`src/rtl/cereal_rx.sv`:
```
// cereal_rx: 8N1 serial receiver with 2-flop input synchronizer, mid-bit
// sampling FSM, small first-word-fall-through FIFO and frame/overrun flags.
module cereal_rx #(
   parameter int unsigned CLKS_PER_BIT = 5208,
   parameter int unsigned DEPTH        = 4,
   parameter int unsigned AW           = 2
) (
   input  logic       sysclk,
   input  logic       rst_n,
   input  logic       rxd,
   input  logic       rd_en,
   input  logic       clr_err,
   output logic [7:0] rd_data,
   output logic       empty,
   output logic       full,
   output logic       busy,
   output logic       frame_err,
   output logic       overrun
);

   localparam int unsigned CW   = $clog2(CLKS_PER_BIT);
   localparam int unsigned CNTW = AW + 1;
   localparam logic [CW-1:0]   HALF_M1   = CW'(CLKS_PER_BIT / 2 - 1);
   localparam logic [CW-1:0]   FULL_M1   = CW'(CLKS_PER_BIT - 1);
   localparam logic [CNTW-1:0] DEPTH_CNT = CNTW'(DEPTH);

   typedef enum logic [2:0] {
      S_IDLE,
      S_START,
      S_DATA,
      S_STOP,
      S_WAITHI
   } state_t;

   logic            r_sync1;
   logic            r_rx_s;
   state_t          r_state;
   logic [CW-1:0]   r_cnt;
   logic [2:0]      r_bitcnt;
   logic [7:0]      r_shreg;
   logic            r_busy;
   logic            r_frame_err;
   logic            r_overrun;
   logic [7:0]      r_mem [DEPTH];
   logic [AW-1:0]   r_wr_ptr;
   logic [AW-1:0]   r_rd_ptr;
   logic [CNTW-1:0] r_count;
   logic            r_empty;
   logic            r_full;
   logic [7:0]      r_rd_data;

   state_t          w_state_n;
   logic [CW-1:0]   w_cnt_n;
   logic [2:0]      w_bitcnt_n;
   logic [7:0]      w_shreg_n;
   logic            w_push;
   logic            w_ferr;
   logic            w_pop;
   logic            w_wr;
   logic            w_ovf;
   logic [AW-1:0]   w_rd_ptr_n;
   logic [CNTW-1:0] w_count_n;
   logic [7:0]      w_head_n;

   // Two-flop synchronizer; the line idles high, so reset to 1.
   always_ff @(posedge sysclk or negedge rst_n) begin
      if (!rst_n) begin
         r_sync1 <= 1'b1;
         r_rx_s  <= 1'b1;
      end else begin
         r_sync1 <= rxd;
         r_rx_s  <= r_sync1;
      end
   end

   // Receiver state, counters, shift register and status flags.
   always_ff @(posedge sysclk or negedge rst_n) begin
      if (!rst_n) begin
         r_state     <= S_IDLE;
         r_cnt       <= '0;
         r_bitcnt    <= '0;
         r_shreg     <= '0;
         r_busy      <= 1'b0;
         r_frame_err <= 1'b0;
      end else begin
         r_state     <= w_state_n;
         r_cnt       <= w_cnt_n;
         r_bitcnt    <= w_bitcnt_n;
         r_shreg     <= w_shreg_n;
         r_busy      <= (w_state_n != S_IDLE);
         r_frame_err <= w_ferr;
      end
   end

   // Next-state logic: start bit checked at half-bit, data/stop at bit end.
   always_comb begin
      w_state_n  = r_state;
      w_cnt_n    = r_cnt;
      w_bitcnt_n = r_bitcnt;
      w_shreg_n  = r_shreg;
      w_push     = 1'b0;
      w_ferr     = 1'b0;
      unique case (r_state)
         S_IDLE: begin
            w_cnt_n    = '0;
            w_bitcnt_n = '0;
            if (!r_rx_s) w_state_n = S_START;
         end
         S_START: begin
            if (r_cnt == HALF_M1) begin
               w_cnt_n   = '0;
               w_state_n = r_rx_s ? S_IDLE : S_DATA;
            end else begin
               w_cnt_n = r_cnt + CW'(1);
            end
         end
         S_DATA: begin
            if (r_cnt == FULL_M1) begin
               w_cnt_n   = '0;
               w_shreg_n = {r_rx_s, r_shreg[7:1]};
               if (r_bitcnt == 3'd7) begin
                  w_bitcnt_n = '0;
                  w_state_n  = S_STOP;
               end else begin
                  w_bitcnt_n = r_bitcnt + 3'd1;
               end
            end else begin
               w_cnt_n = r_cnt + CW'(1);
            end
         end
         S_STOP: begin
            if (r_cnt == FULL_M1) begin
               w_cnt_n = '0;
               if (r_rx_s) begin
                  w_push    = 1'b1;
                  w_state_n = S_IDLE;
               end else begin
                  w_ferr    = 1'b1;
                  w_state_n = S_WAITHI;
               end
            end else begin
               w_cnt_n = r_cnt + CW'(1);
            end
         end
         S_WAITHI: begin
            w_cnt_n = '0;
            if (r_rx_s) w_state_n = S_IDLE;
         end
         default: begin
            w_state_n = S_IDLE;
            w_cnt_n   = '0;
         end
      endcase
   end

   // FIFO control: pop ignored when empty, push allowed into a full FIFO only alongside a pop.
   always_comb begin
      w_pop      = rd_en && !r_empty;
      w_wr       = w_push && (!r_full || w_pop);
      w_ovf      = w_push && r_full && !rd_en;
      w_rd_ptr_n = w_pop ? (r_rd_ptr + AW'(1)) : r_rd_ptr;
      w_count_n  = r_count + CNTW'(w_wr) - CNTW'(w_pop);
      w_head_n   = (w_wr && (w_rd_ptr_n == r_wr_ptr)) ? r_shreg : r_mem[w_rd_ptr_n];
   end

   // FIFO storage; contents are don't-care until written.
   always_ff @(posedge sysclk) begin
      if (w_wr) r_mem[r_wr_ptr] <= r_shreg;
   end

   // FIFO pointers, occupancy flags and registered head word.
   always_ff @(posedge sysclk or negedge rst_n) begin
      if (!rst_n) begin
         r_wr_ptr  <= '0;
         r_rd_ptr  <= '0;
         r_count   <= '0;
         r_empty   <= 1'b1;
         r_full    <= 1'b0;
         r_rd_data <= 8'h00;
      end else begin
         if (w_wr) r_wr_ptr <= r_wr_ptr + AW'(1);
         r_rd_ptr  <= w_rd_ptr_n;
         r_count   <= w_count_n;
         r_empty   <= (w_count_n == '0);
         r_full    <= (w_count_n == DEPTH_CNT);
         r_rd_data <= w_head_n;
      end
   end

   // Sticky overrun; a new drop beats a simultaneous clear.
   always_ff @(posedge sysclk or negedge rst_n) begin
      if (!rst_n)       r_overrun <= 1'b0;
      else if (w_ovf)   r_overrun <= 1'b1;
      else if (clr_err) r_overrun <= 1'b0;
   end

   assign rd_data   = r_rd_data;
   assign empty     = r_empty;
   assign full      = r_full;
   assign busy      = r_busy;
   assign frame_err = r_frame_err;
   assign overrun   = r_overrun;

endmodule
```
`config.mk`:
```
export PLATFORM = sky130hd
export DESIGN_NAME = cereal_rx
export DESIGN_NICKNAME = d
export VERILOG_FILES = /design/src/rtl/cereal_rx.sv
export SDC_FILE = /design/constraint.sdc
export NUM_CORES = 1
export LEC_CHECK = 0
export BUFFER_PORTS_ARGS = -buffer_cell sky130_fd_sc_hd__buf_2
export CORE_MARGIN = 4
export CORE_UTILIZATION = 49
export DETAILED_ROUTE_END_ITERATION = 10
export PLACE_DENSITY = 0.73
export RECOVER_POWER = 50
export SLEW_MARGIN = 20
export SYNTH_ARGS = -nofsm -noshare
export SYNTH_HDL_FRONTEND = slang
export SYNTH_SLANG_ARGS = --single-unit
```
`constraint.sdc`:
```
create_clock -name sysclk -period 9.36 [get_ports sysclk]
set_input_delay 0.936 -clock sysclk [delete_from_list [all_inputs] [get_ports sysclk]]
set_output_delay 0.936 -clock sysclk [all_outputs]
set_load 0.005 [all_outputs]
```
== After elaboration in Yosys (flattened, before gate mapping) ==
Memory sizes are Yosys's and may differ from the RTL's. A register that Yosys moved wholly into a read port is not among the register bits.
Cells that the tools add are included.

* Register bits: 41
* Latch bits: 0
* Bits in writable memories: 32
* Bits in read-only memories: 0
* Input port bits: 5
* Logic and storage cells: 73
* Memories: 1

* Add/subtract/negate cells: 6
* Multipliers: 0
* Divide/modulo/power cells: 0
* Magnitude comparators: 0
* Equal/unequal tests: 9
* Shift-type cells: 0
* Multiplexer cells: 26
* Bitwise logic cells: 0
* Reduce and logical (&&, ||, !) cells: 17

{| class="wikitable"
|+ Memory list
! name !! depth !! bits a word !! rd ports !! clocked after Yosys merged registers in !! wr ports !! RTL line !! RTL
|-
| r_mem || 4 || 8 || 1 || 1 || 1 || 44 || <nowiki>logic [7:0] r_mem [DEPTH];</nowiki>
|}

{| class="wikitable"
|+ Operator list
! operator !! number
|-
| $mux W3 || 9
|-
| $mux W13 || 2
|-
| $pmux W13 S2 || 1
|-
| $pmux W3 S5 || 1
|-
| $add A13 B1 Y13 const B || 1
|-
| $eq A13 B12 Y1 const B || 1
|-
| $eq A13 B13 Y1 const B || 1
|-
| $mux W1 || 10
|-
| $eq A3 B3 Y1 const B || 3
|-
| $eq A3 B2 Y1 const B || 2
|-
| $logic_not A3 Y1 || 2
|-
| $pmux W3 S2 || 1
|-
| $add A2 B1 Y2 const B || 2
|-
| $logic_and A1 B1 Y1 || 4
|-
| $logic_not A1 Y1 || 4
|-
| $mux W2 || 2
|-
| $reduce_and A2 Y1 || 2
|-
| $reduce_bool A2 Y1 || 2
|-
| $add A3 B1 Y3 || 1
|-
| $add A3 B1 Y3 const B || 1
|-
| $eq A3 B1 Y1 const B || 1
|-
| $reduce_bool A3 Y1 || 1
|-
| $sub A3 B1 Y3 || 1
|-
| $ne A2 B2 Y1 const B || 1
|-
| other kinds (2) || 2
|}

== Logic depth before layout (Yosys ltp) ==
* Depth in word-level cells: 7
* Mapped depth: 12
* Mapped depth without buffers: 12

== Worst setup path before layout ==
Ideal clock, no wire load.

* Kind: reg2reg
* From: reg r_cnt[3]
* To: reg r_full (netlist: full)
* Data arrival time: 3.425 ns
* Data required time: 9.272 ns
* Path slack: 5.847 ns
* Stages on the path, launching flop included: 12
* Period minus slack after synthesis: 3.513 ns
* Cell sequence: dfrtp_1 -> or4b_1 -> or4_4 -> a2111oi_4 -> inv_1 -> ha_1 -> inv_1 -> ha_1 -> fa_1 -> xor2_1 -> xnor2_1 -> nor3b_1

* Longest elaborated chain between the ends: 7

{| class="wikitable"
|+ Ends and longest elaborated chain
! what !! RTL line !! RTL
|-
| start, declared || 38 || <nowiki>logic [CW-1:0] r_cnt;</nowiki>
|-
| start signal, assigned || 87 || <nowiki>r_cnt <= w_cnt_n;</nowiki>
|-
| $eq A13 B13 Y1 || 132 || <nowiki>if (r_cnt == FULL_M1) begin</nowiki>
|-
| $mux W1 || 132 ||
|-
| $mux W1 || 103 || <nowiki>unique case (r_state)</nowiki>
|-
| $logic_and A1 B1 Y1 || 159 || <nowiki>w_wr = w_push && (!r_full || w_pop);</nowiki>
|-
| $add A3 B1 Y3 || 162 || <nowiki>w_count_n = r_count + CNTW'(w_wr) - CNTW'(w_pop);</nowiki>
|-
| $sub A3 B1 Y3 || 162 ||
|-
| via w_count_n[2] || 62 || <nowiki>logic [CNTW-1:0] w_count_n;</nowiki>
|-
| $eq A3 B3 Y1 || 185 || <nowiki>r_full <= (w_count_n == DEPTH_CNT);</nowiki>
|-
| end signal, assigned || 185 ||
|-
| end, declared || 49 || <nowiki>logic r_full;</nowiki>
|}

The timed path passes the listed nets, and every way through them passes these cells.
A chain may end at the register's enable or synchronous reset.

== Worst setup path in the final report ==
* From: in rd_en
* To: reg r_full (netlist: full)

* Longest elaborated chain between the ends: 6

{| class="wikitable"
|+ Ends and longest elaborated chain
! what !! RTL line !! RTL
|-
| start, declared || 11 || <nowiki>input logic rd_en,</nowiki>
|-
| $logic_and A1 B1 Y1 * || 158 || <nowiki>w_pop = rd_en && !r_empty;</nowiki>
|-
| $logic_or A1 B1 Y1 || 159 ||
|-
| $logic_and A1 B1 Y1 || 159 ||
|-
| $add A3 B1 Y3 || 162 ||
|-
| $sub A3 B1 Y3 * || 162 ||
|-
| via w_count_n[2] || 62 ||
|-
| $eq A3 B3 Y1 * || 185 ||
|}

Mark *: on every way through the listed nets, which the timed path passes. The rest lies on a longest branch.

==> results.ini <==
[floorplanning]
initial_core_util_pct=51.2
dieArea_sq_um=9220
die_h_microns=96.0
die-width_microns=96.0
rows=31
boundaryPins=18
coreArea_sq_um=7410

[yosys]
yosysSeqAreaShare_pct=57.7
yosys-top-cells-area=dfrtp_1, edfxtp_1, mux2_2
synth-edff-count=32
ys_warn_count=0
synth-async-reset-ratio_pct=60.5
synth_area_sq_um=3800
synth_area_per_cell_sq_um=12.3
synth_seq_cells=81
synthFlopType=dfrtp_1
post-synth-top-area-cell=dfrtp_1
synthDistinctLibCells=47
synthCells=309
synth_nets=324
netlist.area_leader.share_pct=30.3

[critical_path]
rr_endpoint=full
r2r_slack_ps=5280
ff2ff_path_depth=9
path_cells=clkbuf_1 -> nand2b_1 -> clkinv_1 -> ha_1 -> inv_1 -> ha_1 -> fa_1 -> xor2_1 -> xnor2_1 -> nor3b_1
arrival_ps=4440
crit_type=in -> reg
required_ps=9620
max_stage_delay_ps=1000
crit_fanout=35
worstSetupStartpointType=input port
cpMostUsedCell=ha_1
r2r-start=empty
endpoint_kind=flip-flop
cpMaxStageDelayCell=clkinv_1

[place]
gp_congestion=0.816
numPortBuffers=17
place_area_sq_um=3940
dpl.hpwl_microns=4440

[global_routing]
grt_pass1_wl_microns=11900
antenna_found_initial=0
grt_pass1_vias=2393
grt_usage_pct=17.2
grt_max_degree=50
grt_overflow=0

[route]
first_iter_violations=132
ant_nets=0
vias=2420
wirelength_microns=7030
drtPass1Iterations=4
drc=0
viasPerCell=5.71
wl_per_cell_microns=16.6

[final_layout]
layout.nets=335
syn2layout_area_growth_pct=9.00
diodes=0
design_area_sq_um=4140
fillCellCount=640
layout-drive-gt1-share_pct=17.5
layout_commonest_cell=dfrtp_1
final_cell_mix=dfrtp_1, edfxtp_1, nor2_1

[timing]
maxSlewViolCount=50
layout_worst_path_cycle_share_pct=44.6
holdWs_ps=365
fmax_mhz=240
finalSetupViolCount=0
rsz0062_at_grt=false
final_hold_viol_count=0
worstMarginPinSlew_ps=2710
finClkSkew_ps=8.56
fin_crit_ps=4170
max-slew-margin-rel_pct=-80.6
fin_setup_tns_ps=0

[clocking]
post_cts_resize_count=0
clock_sinks=81
clk_latency_ps=350
numCtsBuffers=9
cts_setup_buffers=0
hold_buffers=0
cts_buffer_depth=2
cts_tree=built
htree_levels=3
cts_root_buf=clkbuf_8
path_clk_slew_ps=70

[power_and_ir_drop]
power_density_nw_per_um2=214
p_leak_nw=1.76
ir_drop_mv=0.133

[run]
maxCapViolations=1

[hold_path]
min_to=r_rx_s
worstHoldStart=r_sync1
whs_path_depth=0
min_path_type=reg -> reg

[run_status]
failed_checks=max-capacitance violations, max-slew violations
status=finished, violations left

critical path: cells and delay by family:
family | cells | cell delay, ps
xor+xnor | 2 | 390
fa+ha+maj | 3 | 1170
buf+inv | 3 | 1130
simple gates | 2 | 800
metal layers:
metal,GRT usage (%),wire length (microns),vias up,share of wire (%)
met5,0,0,-,0
met4,8.41,97,0,1.4
met3,2.89,290,11,4.1
met2,26.9,3400,53,48
met1,23.1,3250,1206,46
li1,-,-,1150,-
layout make-up:
cell class,instances,area (sq um),share of cell area (%)
Inverter,13,48.8,1.18
Tap cell,99,124,2.99
Sequential cell,81,2190,52.9
Clock inverter,1,5.00,0.121
Timing Repair Buffer,19,93.8,2.27
Clock buffer,15,199,4.81
Multi-Input combinational cell,196,1480,35.7
synthesized netlist by cell type (2+ instances only):
master and count:
nand2b_1 2, dfstp_2 3, a22oi_1 8, nor3_1 13, o311ai_0 8, a211o_1 8
xor2_1 5, o31ai_1 8, and2_1 4, nor4_1 2, inv_1 12, a21oi_1 5
mux2_2 16, ha_1 9, dfrtp_1 46, buf_1 3, and3_1 2, o21ai_0 8
nand3b_1 9, xnor2_1 12, edfxtp_1 32, nand3_1 9, nor2_1 23, mux2i_1 11
clkbuf_1 14, nand2_1 16
worst max path at each step:
stage,startpoint,end,slack [ps]
floorplan,r_cnt[3],full,5850
global placement,rd_en,full,5000
detailed placement,rd_en,full,4830
CTS,rd_en,full,5210
global route,rd_en,full,4860
finish,rd_en,full,5190
stage by stage:
stage               worst slack, ps  util, %  instances  power (mW)
detailed placement             4830     53.2        408       0.634
CTS                            5210     55.9        424       0.891
global placement               5000     53.2        408       0.625
global route                   4860     55.9        424       0.932
finish                         5190     55.9        424       0.884
floorplan                      5850        -        309       0.585
cells by family after synthesis:
kind of cell               Yosys count  share of synthesized area [%]
muxes                               28                           8.24
adders and majority gates           10                           3.49
AOI/OAI and AO/OA                   51                           10.6
DFF                                 81                           57.7
and+or+nand+nor                     90                           12.7
xor gates and xnor gates            17                           3.92
buffers and inverters               32                           3.39
where the power goes:
group          internal [mW]  switching [mW]
clock                  0.136           0.121
sequential             0.396          0.0311
combinational         0.0972           0.102
registers in the layout (all words and copies together) (netlist names), 2 cells and up:
signal    cells
r_state       3
r_count       3
r_shreg       8
r_cnt        13
rd_data       8
r_wr_ptr      2
r_mem        32
r_bitcnt      3
r_rd_ptr      2
Power figures use the tool's default switching activity.
